## src/rtl/otter_rf_pkg.sv

```systemverilog
// ----------------------------------------------------------------------------
// otter_rf_pkg
// Shared types and sizes for the OTTER register-file write side.
//   XLEN     : register data width
//   REG_AW   : register address width (x0..x31)
//   NUM_REGS : number of architectural registers
//   rf_wr_t  : one pending RF write (destination, value, and whether it came
//              from the long-latency unit rather than the in-order pipeline)
// ----------------------------------------------------------------------------
package otter_rf_pkg;

  localparam int XLEN     = 32;
  localparam int REG_AW   = 5;
  localparam int NUM_REGS = 32;

  typedef struct packed {
    logic [REG_AW-1:0] rd;
    logic [XLEN-1:0]   data;
    logic              from_lu;
  } rf_wr_t;

endpackage

```

## src/rtl/rf_wr_fifo.sv

```systemverilog
// ----------------------------------------------------------------------------
// rf_wr_fifo
// Small synchronous FIFO that buffers long-latency results until the RF write
// port is free. Pushes while full and pops while empty are ignored.
// Ports:
//   CLK, RST   : clock, asynchronous active-high reset (empties the FIFO)
//   push       : enqueue push_entry at the next edge
//   push_entry : entry to enqueue
//   pop        : dequeue the head at the next edge
//   head       : current oldest entry (valid only while !empty)
//   full       : FIFO_DEPTH entries held
//   empty      : no entries held
// ----------------------------------------------------------------------------
module rf_wr_fifo
  import otter_rf_pkg::*;
#(
  parameter int FIFO_DEPTH = 4
) (
  input  logic   CLK,
  input  logic   RST,
  input  logic   push,
  input  rf_wr_t push_entry,
  input  logic   pop,
  output rf_wr_t head,
  output logic   full,
  output logic   empty
);

  localparam int AW = $clog2(FIFO_DEPTH);

  rf_wr_t      mem [FIFO_DEPTH];
  // One extra pointer bit distinguishes full from empty when the indices match.
  logic [AW:0] wr_ptr;
  logic [AW:0] rd_ptr;
  logic        do_push;
  logic        do_pop;

  assign empty   = (wr_ptr == rd_ptr);
  assign full    = (wr_ptr[AW] != rd_ptr[AW]) && (wr_ptr[AW-1:0] == rd_ptr[AW-1:0]);
  assign do_push = push && !full;
  assign do_pop  = pop && !empty;
  assign head    = mem[rd_ptr[AW-1:0]];

  always_ff @(posedge CLK or posedge RST) begin
    if (RST) begin
      wr_ptr <= '0;
      rd_ptr <= '0;
    end else begin
      if (do_push) wr_ptr <= wr_ptr + {{AW{1'b0}}, 1'b1};
      if (do_pop)  rd_ptr <= rd_ptr + {{AW{1'b0}}, 1'b1};
    end
  end

  // Storage carries no reset; only the pointers define what is valid.
  always_ff @(posedge CLK) begin
    if (do_push) mem[wr_ptr[AW-1:0]] <= push_entry;
  end

endmodule

```

## src/rtl/rf_write_arbiter.sv

```systemverilog
// ----------------------------------------------------------------------------
// rf_write_arbiter
// Write-side controller for the pipelined OTTER register file. Merges the
// in-order pipeline writeback and a buffered long-latency result stream onto
// the single RF write port, and keeps a per-register scoreboard of results
// still owed by the long-latency unit so decode can stall on RAW hazards.
// Ports:
//   CLK, RST             : clock, asynchronous active-high reset
//   wb_valid/wb_rd/wb_data : pipeline writeback (held stable while wb_stall)
//   wb_stall             : pipeline writeback not taken this cycle
//   lu_valid/lu_rd/lu_data : long-latency result, accepted when lu_ready
//   lu_ready             : result buffer has room
//   iss_valid/iss_rd     : long-latency op issued, marks iss_rd busy
//   q_rs1/q_rs2          : decode source queries
//   hazard               : a queried source has an outstanding result
//   rf_we/rf_addr/rf_wdata : registered RF write port (WE3/A3/WD3)
// XLEN must match otter_rf_pkg::XLEN, which sizes the buffered entries.
// ----------------------------------------------------------------------------
module rf_write_arbiter #(
  parameter int XLEN       = 32,
  parameter int FIFO_DEPTH = 4,
  parameter int STARVE_MAX = 8
) (
  input  logic                          CLK,
  input  logic                          RST,
  input  logic                          wb_valid,
  input  logic [otter_rf_pkg::REG_AW-1:0] wb_rd,
  input  logic [XLEN-1:0]               wb_data,
  output logic                          wb_stall,
  input  logic                          lu_valid,
  output logic                          lu_ready,
  input  logic [otter_rf_pkg::REG_AW-1:0] lu_rd,
  input  logic [XLEN-1:0]               lu_data,
  input  logic                          iss_valid,
  input  logic [otter_rf_pkg::REG_AW-1:0] iss_rd,
  input  logic [otter_rf_pkg::REG_AW-1:0] q_rs1,
  input  logic [otter_rf_pkg::REG_AW-1:0] q_rs2,
  output logic                          hazard,
  output logic                          rf_we,
  output logic [otter_rf_pkg::REG_AW-1:0] rf_addr,
  output logic [XLEN-1:0]               rf_wdata
);

  import otter_rf_pkg::*;

  // Counter only has to reach STARVE_MAX-1; at that value the head is popped.
  localparam int CW = (STARVE_MAX > 1) ? $clog2(STARVE_MAX) : 1;

  rf_wr_t              push_entry;
  rf_wr_t              head;
  logic                full;
  logic                empty;
  logic                push;
  logic                pop;
  logic                wb_live;
  logic                take_wb;
  logic [CW-1:0]       starve_cnt;
  logic [NUM_REGS-1:0] busy;
  logic [NUM_REGS-1:0] busy_next;
  logic                from_lu_p1;

  // ---- stage 0: accept, grant and hazard (combinational) ----
  assign lu_ready   = !full;
  assign push       = lu_valid && !full;
  assign push_entry = '{rd: lu_rd, data: lu_data, from_lu: 1'b1};

  // A writeback to x0 is swallowed without occupying the port.
  assign wb_live  = wb_valid && (wb_rd != '0);
  assign wb_stall = !empty && (starve_cnt == CW'(STARVE_MAX - 1));
  assign take_wb  = wb_live && !wb_stall;
  assign pop      = !empty && !take_wb;

  // busy[0] is held at 0, so x0 queries never raise a hazard.
  assign hazard = busy[q_rs1] | busy[q_rs2];

  rf_wr_fifo #(
    .FIFO_DEPTH(FIFO_DEPTH)
  ) u_fifo (
    .CLK       (CLK),
    .RST       (RST),
    .push      (push),
    .push_entry(push_entry),
    .pop       (pop),
    .head      (head),
    .full      (full),
    .empty     (empty)
  );

  // ---- stage 1: registered RF write port ----
  // from_lu_p1 remembers where the current rf_* write came from so that only
  // long-latency writes retire scoreboard entries.
  always_ff @(posedge CLK or posedge RST) begin
    if (RST) begin
      rf_we      <= 1'b0;
      rf_addr    <= '0;
      rf_wdata   <= '0;
      from_lu_p1 <= 1'b0;
    end else if (take_wb) begin
      rf_we      <= 1'b1;
      rf_addr    <= wb_rd;
      rf_wdata   <= wb_data;
      from_lu_p1 <= 1'b0;
    end else if (pop) begin
      // Buffered results aimed at x0 are drained without a write.
      rf_we      <= (head.rd != '0);
      rf_addr    <= head.rd;
      rf_wdata   <= head.data;
      from_lu_p1 <= head.from_lu;
    end else begin
      rf_we      <= 1'b0;
    end
  end

  // Counts cycles the head has waited behind the pipeline.
  always_ff @(posedge CLK or posedge RST) begin
    if (RST) begin
      starve_cnt <= '0;
    end else if (empty || pop) begin
      starve_cnt <= '0;
    end else begin
      starve_cnt <= starve_cnt + CW'(1);
    end
  end

  // Retire on the edge the long-latency write commits; a new issue to the
  // same register in that cycle is applied last and so wins.
  always_comb begin
    busy_next = busy;
    if (rf_we && from_lu_p1) busy_next[rf_addr] = 1'b0;
    if (iss_valid)           busy_next[iss_rd]  = 1'b1;
    busy_next[0] = 1'b0;
  end

  always_ff @(posedge CLK or posedge RST) begin
    if (RST) begin
      busy <= '0;
    end else begin
      busy <= busy_next;
    end
  end

endmodule

```

## config.mk

```make
export PLATFORM = sky130hd
export DESIGN_NAME = rf_write_arbiter
export DESIGN_NICKNAME = d
export VERILOG_FILES = /design/src/rtl/otter_rf_pkg.sv /design/src/rtl/rf_wr_fifo.sv /design/src/rtl/rf_write_arbiter.sv
export SDC_FILE = /design/constraint.sdc
export NUM_CORES = 1
export LEC_CHECK = 0
export CAP_MARGIN = 20
export CORE_ASPECT_RATIO = 0.9
export CORE_MARGIN = 4
export CORE_UTILIZATION = 59
export CTS_CLUSTER_SIZE = 10
export DETAILED_ROUTE_END_ITERATION = 10
export PLACE_DENSITY = 0.85
export SYNTH_ARGS = -nofsm -noshare
export SYNTH_HDL_FRONTEND = slang
export SYNTH_HIERARCHICAL = 1
export SYNTH_SLANG_ARGS = --single-unit
```

## constraint.sdc

```tcl
create_clock -name CLK -period 5.02 [get_ports CLK]
set_clock_uncertainty 0.05 [all_clocks]
set_input_delay 1.004 -clock CLK [delete_from_list [all_inputs] [get_ports CLK]]
set_output_delay 1.004 -clock CLK [all_outputs]
set_load 0.01 [all_outputs]
```

==> results summary <==
The run finished with clean final reports. The filler cells instantiated in the layout total 954. CTS saw 231 sinks. Yosys attributes the largest share of cell area to edfxtp_1 (47%), dfrtp_1 (20%), mux4_2 (10%). The number of clock buffers inserted by TritonCTS came out at 27. The setup fix buffers added after clock tree synthesis is 0. The post-cts gate resize count is 0. The signal on the critical path passes through clkdlybuf4s50_1, mux4_1, mux2_2, a31oi_1, o211ai_1, clkdlybuf4s50_1.

0 antenna diodes ended up in the layout. The fraction of post-synthesis cell area in the top cell type by area is 46.7%. The combined global-route utilization of all metal layers is 25.4%. The analysis attributes to net switching a power of 2.29 mW. STA classifies the critical path startpoint as an input pin. The hold buffer count at cts came out at 0.

The boundary pin count came out at 135. In the final design database the tool counted 853 nets. The stage delay of the slowest cell on the critical path came out at 0.71 ns. The starting density of the core came out at 60.3%. Port buffering added 134 buffers. The count of TritonRoute iterations in the first routing pass is 6.

The fraction of layout cells with a size suffix above 1 is 12.3%. In this run the worst hold path is classified as flop to flop. The global-route wire length before repair is 36200 um. The tree is rooted in a clkbuf_16. The proportion of register bits with asynchronous set or reset after synthesis is 34.2%. The count of nets left with antenna violations once routing finished came out at 0. edfxtp_1 takes more of the synthesized area than any other cell. The violation count after the first detailed-routing iteration came out at 509. The routed design has 22900 um of wire. The max-slew violation count is 0. The number of antenna violations at the first check in global routing is 0. The number of synthesized register bits came out at 231. The critical path buffer and inverter count is 2.

The half-perimeter wire length after placement is 14600 um. The max-slew headroom at the worst pin is 30.5%. The kind of cell adding the most delay to the critical path is buffers and inverters. Yosys instantiated no cell more often than edfxtp_1. The number of global-route vias before repair came out at 6495. The total power divided by cell area is 591 nW/um^2. The number of endpoints failing setup at the final stage is 0. The routed layout has 6009 vias. The clock network latency to the later pin of the worst-skew pair came out at 0.52 ns.

The vertical die dimension came out at 130 um. The internal power is 4.81 mW. The final hold violation count came out at 0.

The floorplan step defined a die boundary enclosing 18700 um^2. The number of max-cap violations came out at 0. After floorplanning, the core was sized to cover 16200 um^2. Dividing the detail-routed via count by the number of cells gives 6.14. The number of enable flip-flop cells after synthesis is 152. The maximum VDD drop came out at 0.000381 V. The number of warnings printed during yosys synthesis is 6. STA classifies the critical path endpoint as an output pin. The maximum number of buffers from clock root to sink is 3. Clock-pin slew was measured on the worst setup and hold paths at 0.05 ns. The cell row count is 44. The achievable clock frequency came out at 228 MHz. The transition time at the pin with the least slew margin came out at 1.04 ns. For the worst setup path, the data required time is 3.97 ns. The clock power share came out at 23.9%. The worst setup path is of the input pin to output pin kind. The mean post-synth cell area came out at 15.9 um^2. Dividing the detail-routed wire length by the instance count gives 23.4 um. The post-synth design cell area is 9760 um^2.

Compared with the post-synthesis result, the final layout area differs by 23.1%. Entering global routing, the biggest net connects 45 pins. The fraction of the cycle the final worst path needs came out at 87.5%.

The minimum hold slack came out at 0.400 ns. The number of distinct library cell variants in the gate-level netlist after synthesis came out at 47. The slowest library cell on the worst path is clkdlybuf4s50_1. The DRC violations left is 0.

Counting stages on the worst path, the most repeated cell is clkdlybuf4s50_1. Data arrives at the worst endpoint at 3.34 ns. The CTS tree is built.

Sequential cells were found to cover 67.0% of the synthesized design area. Measured along the x axis, the die boundary spans 144 um. The H-tree depth reported by CTS is 1.

The global placer's final weighted congestion is 0.940. For this run, the leading register cell type out of synthesis is edfxtp_1. The leakage power total came out at 4.17 nW. The commonest cells after synthesis are edfxtp_1 (152), o21ai_0 (80), dfrtp_1 (79). The proportion of power drawn by combinational gates is 34.1%. The final sum of negative setup slack is 0 ns. The remaining global-route overflow came out at 0. The fraction of power spent switching nets is 32.3%. Setup repair after global routing left no endpoint under its margin. The gate count after technology mapping came out at 613.

The post-layout minimum cycle time came out at 4.39 ns. In this run the worst path has a maximum fanout of 9. Per report_power, the sequential group accounts for 42.1% of the total.
==> layout by cell type, fill, tap and decap left out, types with 2 or more instances in the layout <==
master / instances
edfxtp_1: 152
clkdlybuf4s50_1: 134
o21ai_0: 80
dfrtp_1: 77
nand2_1: 44
mux4_2: 44
mux2i_1: 43
clkbuf_16: 27
clkbuf_1: 20
o21ai_1: 18
nor2_1: 10
inv_1: 10
nand3b_1: 9
a21oi_1: 9
mux4_1: 7
ha_1: 7
nand3_1: 6
buf_4: 6
o211ai_1: 5
xnor2_1: 5
nand2b_1: 4
o31ai_1: 4
conb_1: 4
nor3b_1: 3
or3_1: 3
or3b_2: 3
mux2_2: 3
xor2_1: 3
and3_2: 3
nor2b_1: 2
or4_1: 2
or3b_1: 2
a31oi_1: 2
o22ai_1: 2
a211oi_1: 2
dfrtp_2: 2
==> power by group through the flow <==
stage               sequential (mW)  combinational, mW  clock (mW)
floorplan                      2.93               1.55           0
global placement               2.95               2.30           0
detailed placement             3.00               2.39           0
CTS                            2.98               2.43        1.72
global route                   3.04               2.62        1.82
finish                         2.99               2.42        1.69
==> layer usage <==
metal / GRT usage [%] / wire [um] / vias to the layer above
met5: 0 / 0 / -
met4: 7.20 / 420 / 0
met3: 5.75 / 1900 / 43
met2: 43.0 / 11700 / 294
met1: 33.9 / 8830 / 3018
li1: - / - / 2654
==> path summary, 6_finish.rpt <==
path,startpoint,endpoint,slack (ns),cells after the start
max,q_rs2[0],hazard,0.63,6
min,starve_cnt[0],starve_cnt[0],0.40,1
max reg2reg,u_fifo/rd_ptr[0],u_fifo/mem[3][19],1.33,8
min reg2reg,starve_cnt[0],starve_cnt[0],0.40,1
max in group asynchronous,RST,busy[2],3.03,3
min in group asynchronous,RST,u_fifo/wr_ptr[1],0.75,2
==> kinds of logic after synthesis <==
family	after synthesis	share of synthesized area [%]
buffers and inverters	44	2.33
flip-flops	231	67.0
AND/OR/NAND/NOR	99	5.19
multiplexers	97	16.8
other	1	0.0384
adder cells (fa/ha/maj)	7	0.897
XOR/XNOR	9	0.884
AO/OA/AOI/OAI	125	6.88
==> worst reg2reg max path, stage by stage, from the launching register on <==
cell and delay (ns):
dfrtp_2 0.39, buf_4 0.64, xnor2_1 0.43, nand3_1 0.25
inv_1 0.10, nor2b_1 0.34, nand2_1 0.16, a31oi_4 0.45
buf_4 0.50
==> stage by stage <==
stage | setup WS [ns] | std cells | power, mW | utilization [%] | instance area (um^2)
6_report | 0.628 | 978 | 7.10 | 74.3 | 12000
4_1_cts | 0.619 | 978 | 7.13 | 74.3 | 12000
3_3_place_gp | 0.637 | 930 | 5.26 | 69.6 | 11300
3_5_place_dp | 0.622 | 930 | 5.38 | 69.6 | 11300
5_1_grt | 0.514 | 978 | 7.48 | 74.3 | 12000
2_1_floorplan | 1.75 | 616 | 4.48 | - | 9780
==> final cells by class <==
| type | count | area, um^2 | area share (%) |
|---|---|---|---|
| sequential | 231 | 6540 | 54.4 |
| clock inverter | 1 | 8.76 | 0.0728 |
| multi-input combinational | 341 | 3030 | 25.2 |
| inverter | 11 | 42.5 | 0.354 |
| timing repair buffer | 140 | 1390 | 11.5 |
| tap | 207 | 259 | 2.15 |
| clock buffer | 47 | 751 | 6.24 |
==> registers in the layout, indices dropped and copies added (netlist names) <==
name	count
starve_cnt	3
busy	31
rf_addr	5
u_fifo/mem	152
rf_we	1
u_fifo/wr_ptr	3
u_fifo/rd_ptr	3
from_lu_p1	1
rf_wdata	32
Note: power is estimated with default switching activity, not from simulation.
